`config.mk`:
```
export PLATFORM = sky130hd
export DESIGN_NAME = rv32_imm_gen
export DESIGN_NICKNAME = d
export VERILOG_FILES = /design/src/rtl/rv32_imm_gen_pkg.sv /design/src/rtl/rv32_imm_gen.sv
export SDC_FILE = /design/constraint.sdc
export NUM_CORES = 1
export LEC_CHECK = 0
export ABC_AREA = 1
export BUFFER_PORTS_ARGS = -buffer_cell sky130_fd_sc_hd__clkbuf_2
export CORE_MARGIN = 2
export CORE_UTILIZATION = 34
export CTS_CLUSTER_SIZE = 8
export DETAILED_ROUTE_END_ITERATION = 7
export HOLD_SLACK_MARGIN = 0.06
export PLACE_DENSITY = 0.76
export SLEW_MARGIN = 10
export SYNTH_ARGS = -nofsm -noshare
export SYNTH_HDL_FRONTEND = slang
export SYNTH_SLANG_ARGS = --single-unit
```
`constraint.sdc`:
```
create_clock -name clk -period 0.9 [get_ports clk]
set_input_delay 0.135 -clock clk [delete_from_list [all_inputs] [get_ports clk]]
set_output_delay 0.135 -clock clk [all_outputs]
set_load 0.05 [all_outputs]
```
`src/rtl/rv32_imm_gen_pkg.sv`:
```
// rtl/rv32_imm_gen_pkg.sv - shared immediate-format select encoding for the RV32I decode stage
package rv32_imm_gen_pkg;

    typedef logic [2:0] imm_sel_t;

    localparam imm_sel_t IMM_I = 3'd0;
    localparam imm_sel_t IMM_S = 3'd1;
    localparam imm_sel_t IMM_B = 3'd2;
    localparam imm_sel_t IMM_U = 3'd3;
    localparam imm_sel_t IMM_J = 3'd4;
    localparam imm_sel_t IMM_Z = 3'd5;

endpackage

```
`src/rtl/rv32_imm_gen.sv`:
```
// rtl/rv32_imm_gen.sv - RV32I immediate generator with combinational and registered outputs
// Define IMM_GEN_J_SEXT_EN to sign-extend J-type offsets; by default they are zero-extended.
module rv32_imm_gen
    import rv32_imm_gen_pkg::*;
(
    input  logic        clk,
    input  logic        rst_n,
    input  logic [31:0] instruction,
    input  logic [2:0]  imm_sel,
    output logic [31:0] imm,
    output logic [31:0] imm_q
);

    logic [10:0] w_j_upper;
    logic [31:0] r_imm_q;

`ifdef IMM_GEN_J_SEXT_EN
    assign w_j_upper = {11{instruction[31]}};
`else
    assign w_j_upper = 11'd0;
`endif

    // Opcode bits [6:0] are never consulted; the control decoder owns format selection.
    always_comb begin
        imm = 32'd0;
        case (imm_sel_t'(imm_sel))
            IMM_I: imm = {{21{instruction[31]}}, instruction[30:20]};
            IMM_S: imm = {{21{instruction[31]}}, instruction[30:25], instruction[11:7]};
            IMM_B: imm = {{20{instruction[31]}}, instruction[7], instruction[30:25],
                          instruction[11:8], 1'b0};
            IMM_U: imm = {instruction[31:12], 12'd0};
            IMM_J: imm = {w_j_upper, instruction[31], instruction[19:12], instruction[20],
                          instruction[30:21], 1'b0};
            IMM_Z: imm = {27'd0, instruction[19:15]};
            default: imm = 32'd0;
        endcase
    end

    always_ff @(posedge clk or negedge rst_n) begin
        if (!rst_n) begin
            r_imm_q <= 32'd0;
        end else begin
            r_imm_q <= imm;
        end
    end

    assign imm_q = r_imm_q;

endmodule

```
==> results of run 1 <==
==> metrics by stage <==
stage	TNS (ns)	cells	hold WS, ns
2_1_floorplan	-14.25	130	-0.161
3_3_place_gp	-13.07	279	0.106
3_5_place_dp	-14.13	279	0.106
==> kinds of logic after synthesis <==
group	share of synthesized area
simple gates	0.221
compound gates	0.0450
buf+inv	0.0798
flops	0.654
==> impl_metrics.json, run 1 <==
{
  "yosysWarnings": 0,
  "portBuffers": 93,
  "syn_area_mm2": 0.00122,
  "place_area_mm2": 0.00226,
  "numCtsBuffers": 5,
  "cts.path.max_buffers": 2,
  "synth_edf_count": 0,
  "ys_async_sr_fraction": 1.00,
  "cts_setup_buffers": 7,
  "cts_sinks": 32,
  "ys_seq_area_frac": 0.654,
  "io-pin-count": 101,
  "status": "did not finish",
  "synth_nets": 167,
  "hold_buffers": 1,
  "synth_top_area_cell": "dfrtp_1",
  "ys_seq_elements": 32,
  "die-height_um": 64.0,
  "synth_ff_type": "dfrtp_1",
  "row_count": 21,
  "yosys-top-cells-area": "dfrtp_1 65%, nand2_1 12%, inv_1 5.5%, o21ai_1 4.1%, nand3_1 2.9%",
  "finalWeightedCongestion": 0.797,
  "synth_cell_types": 14,
  "syn_inst": 130,
  "cts_resized": 179,
  "synth_top_area_frac": 0.654,
  "failing_step": "clock tree synthesis (4_1_cts)",
  "h-tree-depth": 2,
  "dpl.hpwl_um": 2930,
  "die_w_um": 64.0,
  "synth_common_cells": "40 x nand2_1, 32 x dfrtp_1, 18 x inv_1, 10 x o21ai_1, 8 x nor2_1",
  "synth_most_common_cell": "nand2_1",
  "firstError": "[ERROR DPL-0033] detailed placement checks failed during check placement.",
  "avgSynthCellArea_um2": 9.41,
  "root_buffer": "clkbuf_4",
  "dp_slack_ns": -0.492,
  "start_util": 0.361
}
==> run 2: changes to the inputs <==
--- a/config.mk
+++ b/config.mk
@@ -8,11 +8,9 @@
 export ABC_AREA = 1
 export BUFFER_PORTS_ARGS = -buffer_cell sky130_fd_sc_hd__clkbuf_2
 export CORE_MARGIN = 2
-export CORE_UTILIZATION = 34
-export CTS_CLUSTER_SIZE = 8
+export CORE_UTILIZATION = 30
 export DETAILED_ROUTE_END_ITERATION = 7
-export HOLD_SLACK_MARGIN = 0.06
-export PLACE_DENSITY = 0.76
+export PLACE_DENSITY_LB_ADDON = 0.15
 export SLEW_MARGIN = 10
 export SYNTH_ARGS = -nofsm -noshare
 export SYNTH_HDL_FRONTEND = slang
==> constraint.sdc (replaced) <==
create_clock -name clk -period 1.2 [get_ports clk]
set_input_delay 0.18 -clock clk [delete_from_list [all_inputs] [get_ports clk]]
set_output_delay 0.18 -clock clk [all_outputs]
set_load 0.05 [all_outputs]
==> run 2 against run 1 <==
The flow now finishes, with violations (negative setup slack). Synthesized area did not move. Synthesized cell count did not move.
==> impl_metrics.json, run 2 <==
{
  "cts_sinks": 32,
  "min_period_over_period": 1.05,
  "drtIter0Drc": 20,
  "switching_share": 0.384,
  "power_frac_seq": 0.328,
  "die-height_um": 67.9,
  "io-pin-count": 101,
  "syn_to_final_growth_pct": 147,
  "utilization": 0.760,
  "synth_edf_count": 0,
  "first_global_vias": 1348,
  "p_leak_nw": 1.59,
  "wire_per_inst_um": 15.0,
  "ys_seq_elements": 32,
  "final-hold-violation-count": 0,
  "cts.path.max_buffers": 2,
  "hold_class": "input port to flop",
  "muxShareOfSynthArea": 0,
  "largest_reg_flops": 32,
  "core_mm2": 0.00397,
  "via_per_inst": 4.55,
  "intPower_w": 0.00222,
  "finalNetCount": 289,
  "clkTransAtPathRegs_ns": 0.06,
  "p_sw_w": 0.00138,
  "powerDensity_mw_per_mm2": 1190,
  "dr.pass1.iters": 6,
  "ir_worst_vdd_v": 0.000697,
  "numCtsBuffers": 5,
  "cts_tree": "yes",
  "root_buffer": "clkbuf_8",
  "overflow": 0,
  "rsz0062_at_grt": "true",
  "syn_inst": 130,
  "fin_area_mm2": 0.00302,
  "synth-simple-area-share": 0.221,
  "synth_nets": 167,
  "n_antenna_cell": 0,
  "start_util": 0.308,
  "relSlewSlack": 0.735,
  "avgSynthCellArea_um2": 9.41,
  "syn_area_mm2": 0.00122,
  "synth_compound_gate_area_share": 0.0450,
  "yosys-top-cells-area": "dfrtp_1 65%, nand2_1 12%, inv_1 5.5%, o21ai_1 4.1%, nand3_1 2.9%",
  "h-tree-depth": 2,
  "synth_top_family_by_area": "simple AND/OR/NAND/NOR gates",
  "yosysWarnings": 0,
  "synth_top_area_cell": "dfrtp_1",
  "status": "finished, violations left",
  "slew_viol_final": 0,
  "final_cell_mix": "59 x clkbuf_2, 32 x dfrtp_1, 19 x nand2_4",
  "setup_viol": 11,
  "synth_cell_types": 14,
  "dpl.hpwl_um": 3000,
  "portBuffers": 93,
  "routed_wl_um": 4540,
  "fmax_ghz": 0.793,
  "critPathCaptureType": "output port",
  "criticalPathCategory": "input port to output port",
  "p_clk_frac": 0.246,
  "required_ns": 1.02,
  "synth_most_common_cell": "nand2_1",
  "dp_slack_ns": -0.287,
  "grt_use_total": 0.197,
  "synth_xor_area_frac": 0,
  "combPwrFrac": 0.425,
  "place_area_mm2": 0.00217,
  "final_common_cell": "clkbuf_2",
  "antenna_found_initial": 0,
  "synth_ff_type": "dfrtp_1",
  "finalWeightedCongestion": 0.749,
  "path_max_fanout": 8,
  "violations": "negative setup slack",
  "drc_errors": 0,
  "grt_max_degree": 21,
  "die_w_um": 67.9,
  "fin_crit_ns": 1.26,
  "maxCapViolCount": 0,
  "ys_async_sr_fraction": 1.00,
  "fill_cells": 263,
  "dieArea_mm2": 0.00461,
  "grt_pass1_wl_um": 6490,
  "max_slew.worst_pin.slew_ns": 0.398,
  "synth_top_area_frac": 0.654,
  "ys_seq_area_frac": 0.654,
  "synthAdderAreaFrac": 0,
  "start_kind": "input port",
  "setup_ws_ns": -0.0618,
  "vias": 1375,
  "synth_common_cells": "40 x nand2_1, 32 x dfrtp_1, 18 x inv_1, 10 x o21ai_1, 8 x nor2_1",
  "arrival_ns": 1.08,
  "drive_above_1_share": 0.742,
  "row_count": 23,
  "antenna_left": 0
}
run 2: final cells by class:
class	count	area, um^2	share of cell area
clock buffers	7	96.3	0.0319
inverters	20	92.6	0.0307
multi-input cells	76	779	0.258
flip-flops and latches	32	801	0.265
well taps	50	62.6	0.0207
repair buffers	117	1190	0.393
run 2: logic make-up (layout without fill, tap and decap cells):
kind of cell / count (synthesis) / count (layout)
flip-flops: 32 / 32
buffers and inverters: 24 / 144
AO/OA/AOI/OAI: 11 / 11
AND/OR/NAND/NOR: 63 / 65
run 2: worst max-delay path, stage by stage:
cell and delay (ns):
clkbuf_16 0.14, clkinv_8 0.05, nand3_4 0.11, buf_6 0.16, nand2_8 0.13, nand2_2 0.08
nand2_4 0.07, clkbuf_16 0.16
run 2: through the flow:
step	setup TNS [ns]	hold WS [ns]	instances	total power (W)
after floorplan	-2.80	-0.116	130	0.00204
after CTS	-0.396	0.133	298	0.00354
after detailed placement	-5.41	0.122	279	0.00237
final	-0.389	0.158	302	0.00360
after global routing	-0.974	0.160	302	0.00371
after global placement	-5.46	0.113	279	0.00236
run 2: power by group through the flow:
stage | Combinational [W] | Sequential (W) | Clock [W]
after CTS | 0.00146 | 0.00118 | 0.000900
after detailed placement | 0.00117 | 0.00120 | 0
final | 0.00153 | 0.00118 | 0.000887
after floorplan | 0.000552 | 0.00149 | 0
after global routing | 0.00159 | 0.00119 | 0.000928
after global placement | 0.00116 | 0.00120 | 0
run 2: repair_timing:
action,in CTS,in global routing
buffers inserted,9,4
hold buffers,1,0
endpoints found under the setup margin,31,31
pin swaps,8,10
endpoints found under the hold margin,12,0
cloned,2,1
gates resized for setup,107,33
run 2: routing by layer:
metal | vias to the layer above | global-route usage | share of wire
li1 | 647 | - | -
met1 | 660 | 0.218 | 0.36
met2 | 59 | 0.373 | 0.56
met3 | 9 | 0.0411 | 0.061
met4 | 0 | 0.0675 | 0.022
met5 | - | 0 | 0
run 2: path summary, 6_finish.rpt:
| kind | slack (ns) | depth (start not counted) | end | start |
|---|---|---|---|---|
| max | -0.06 | 8 | imm[19] | imm_sel[2] |
| min | 0.16 | 3 | imm_q[13]$_DFF_PN0_ | instruction[13] |
| max in group asynchronous | 0.41 | 3 | imm_q[30]$_DFF_PN0_ | rst_n |
| min in group asynchronous | 0.35 | 2 | imm_q[0]$_DFF_PN0_ | rst_n |
(Power assumes the default switching activity.)
==> run 3: changes to the inputs <==
--- a/config.mk
+++ b/config.mk
@@ -7,7 +7,6 @@
 export LEC_CHECK = 0
 export ABC_AREA = 1
 export BUFFER_PORTS_ARGS = -buffer_cell sky130_fd_sc_hd__clkbuf_2
-export CORE_MARGIN = 2
 export CORE_UTILIZATION = 30
 export DETAILED_ROUTE_END_ITERATION = 7
 export PLACE_DENSITY_LB_ADDON = 0.15
==> run 3 against run 2 <==
The run still ends with negative setup slack left. Global-route usage grew 1.6 points. Highest routed layer unchanged. Worst setup slack better by 0.029 ns. Critical path depth is 1 lower. Final area fell by 1.9%. Critical endpoint is now imm[12].
==> impl_metrics.json, run 3 (synthesized netlist as in run 2, its figures left out) <==
{
  "status": "finished, violations left",
  "violations": "negative setup slack",
  "finalNetCount": 289,
  "dr.pass1.iters": 4,
  "drtIter0Drc": 37,
  "ir_worst_vdd_v": 0.000802,
  "crit_top_cell": "nand2_4",
  "cts_tree": "yes",
  "min_period_over_period": 1.03,
  "maxCapViolCount": 0,
  "final_common_cell": "clkbuf_2",
  "p_clk_frac": 0.242,
  "largest_reg_flops": 32,
  "numCtsBuffers": 5,
  "via_per_inst": 4.50,
  "routed_wl_um": 4450,
  "setup_ws_ns": -0.0333,
  "vias": 1356,
  "multiInputGateArea_um2": 719,
  "power_w": 0.00354,
  "clkTransAtPathRegs_ns": 0.06,
  "setup_viol": 10,
  "n_antenna_cell": 0,
  "grt_pass1_wl_um": 6640,
  "start_kind": "input port",
  "regArea_um2": 801,
  "path_max_fanout": 8,
  "finalHoldWorstSlack_ns": 0.132,
  "min_from": "instruction[11]",
  "criticalPathCategory": "input port to output port",
  "h-tree-depth": 2,
  "antenna_found_initial": 0,
  "antenna_left": 0,
  "combPwrFrac": 0.424,
  "relSlewSlack": 0.711,
  "grt_max_degree": 19,
  "crit_slowest_cell": "nor2_4",
  "drive_above_1_share": 0.700,
  "critPathCaptureType": "output port",
  "crit_buf_inv": 2,
  "intPower_w": 0.00216,
  "core_mm2": 0.00380,
  "p_sw_w": 0.00138,
  "final-hold-violation-count": 0,
  "grt_use_total": 0.213,
  "overflow": 0,
  "max_slew.worst_pin.slew_ns": 0.434,
  "fmax_ghz": 0.811,
  "slew_viol_final": 0,
  "cts.path.max_buffers": 2,
  "portBuffers": 93,
  "row_count": 22,
  "die-height_um": 65.9,
  "min_path_cells": 3,
  "power_frac_seq": 0.333,
  "die_w_um": 65.9,
  "p_leak_nw": 1.58,
  "final_cell_mix": "59 x clkbuf_2, 32 x dfrtp_1, 18 x nand2_4",
  "dieArea_mm2": 0.00434,
  "utilization": 0.779,
  "dp_cells": 280,
  "powerDensity_mw_per_mm2": 1200,
  "switching_share": 0.389,
  "hold_path_end": "imm_q[4]$_DFF_PN0_",
  "path_delay_family": "simple AND/OR/NAND/NOR gates",
  "finalWeightedCongestion": 0.839,
  "first_global_vias": 1373,
  "drc_errors": 0,
  "path_cells": "buf_12 -> nor2_4 -> nand2_2 -> nand2_8 -> nand2_4 -> nand2_4 -> clkbuf_16",
  "dpl.hpwl_um": 2860,
  "arrival_ns": 1.05,
  "hold_class": "input port to flop",
  "fin_crit_ns": 1.23,
  "syn_to_final_growth_pct": 142,
  "fill_cells": 242,
  "required_ns": 1.02,
  "io-pin-count": 101,
  "fin_cells": 301,
  "rsz0062_at_grt": "true",
  "wire_per_inst_um": 14.8,
  "cp_slowest_stage_delay_ns": 0.17,
  "dp_slack_ns": -0.281,
  "cts_sinks": 32,
  "start_util": 0.322,
  "root_buffer": "clkbuf_8"
}
[run 3: cell count changes in the layout (fill, tap and decap cells not counted), sizes merged]
cell,delta
clkbuf,+5
buf,-2
nand2,-2
[run 3: through the flow]
step / area [um^2] / TNS [ns]
2_1_floorplan: 1540 / -2.80
3_3_place_gp: 2220 / -5.81
3_5_place_dp: 2220 / -5.79
4_1_cts: 2830 / -0.0718
5_1_grt: 2960 / -0.716
6_report: 2960 / -0.151
[run 3: worst max-delay path by stage]
stage | startpoint | end | slack (ns) | depth (start not counted)
final | imm_sel[0] | imm[12] | -0.03 | 7
after global routing | imm_sel[0] | imm[12] | -0.06 | 7
after CTS | imm_sel[1] | imm[1] | -0.01 | 8
after detailed placement | imm_sel[0] | imm[14] | -0.28 | 7
after global placement | imm_sel[0] | imm[12] | -0.27 | 7
after floorplan | imm_sel[2] | imm[21] | -0.16 | 5
[run 3: worst min-delay path, cell delays in order]
cell	delay [ns]
clkbuf_2	0.07
nand2_1	0.05
nand2_2	0.07
[run 3: layout make-up]
type	count	share of cell area
timing repair buffer	119	0.405
sequential	32	0.270
multi-input combinational	74	0.243
clock buffer	8	0.0304
inverter	20	0.0304
tap	48	0.0203
[run 3: repair_timing]
| item | CTS | global route |
|---|---|---|
| endpoints found under the hold margin | 14 | 0 |
| hold buffers | 1 | 0 |
| gates cloned | 1 | 0 |
| endpoints found under the setup margin | 31 | 28 |
| setup buffers | 9 | 2 |
| pin swaps | 6 | 8 |
| gates resized for setup | 82 | 37 |
[run 3: power groups by stage]
stage          clock [W]  combinational, W  sequential, W
5_1_grt         0.000928           0.00156        0.00119
3_5_place_dp           0           0.00119        0.00120
4_1_cts         0.000874           0.00143        0.00118
6_report        0.000857           0.00150        0.00118
3_3_place_gp           0           0.00118        0.00119
2_1_floorplan          0          0.000552        0.00149
[run 3: layer usage]
metal / routed length (um) / vias to the layer above / global-route usage / share of wire
li1: - / 644 / - / -
met5: 0 / - / 0 / 0
met2: 2540 / 60 / 0.404 / 0.57
met4: 64 / 0 / 0.0489 / 0.014
met1: 1600 / 644 / 0.232 / 0.36
met3: 243 / 8 / 0.0552 / 0.055
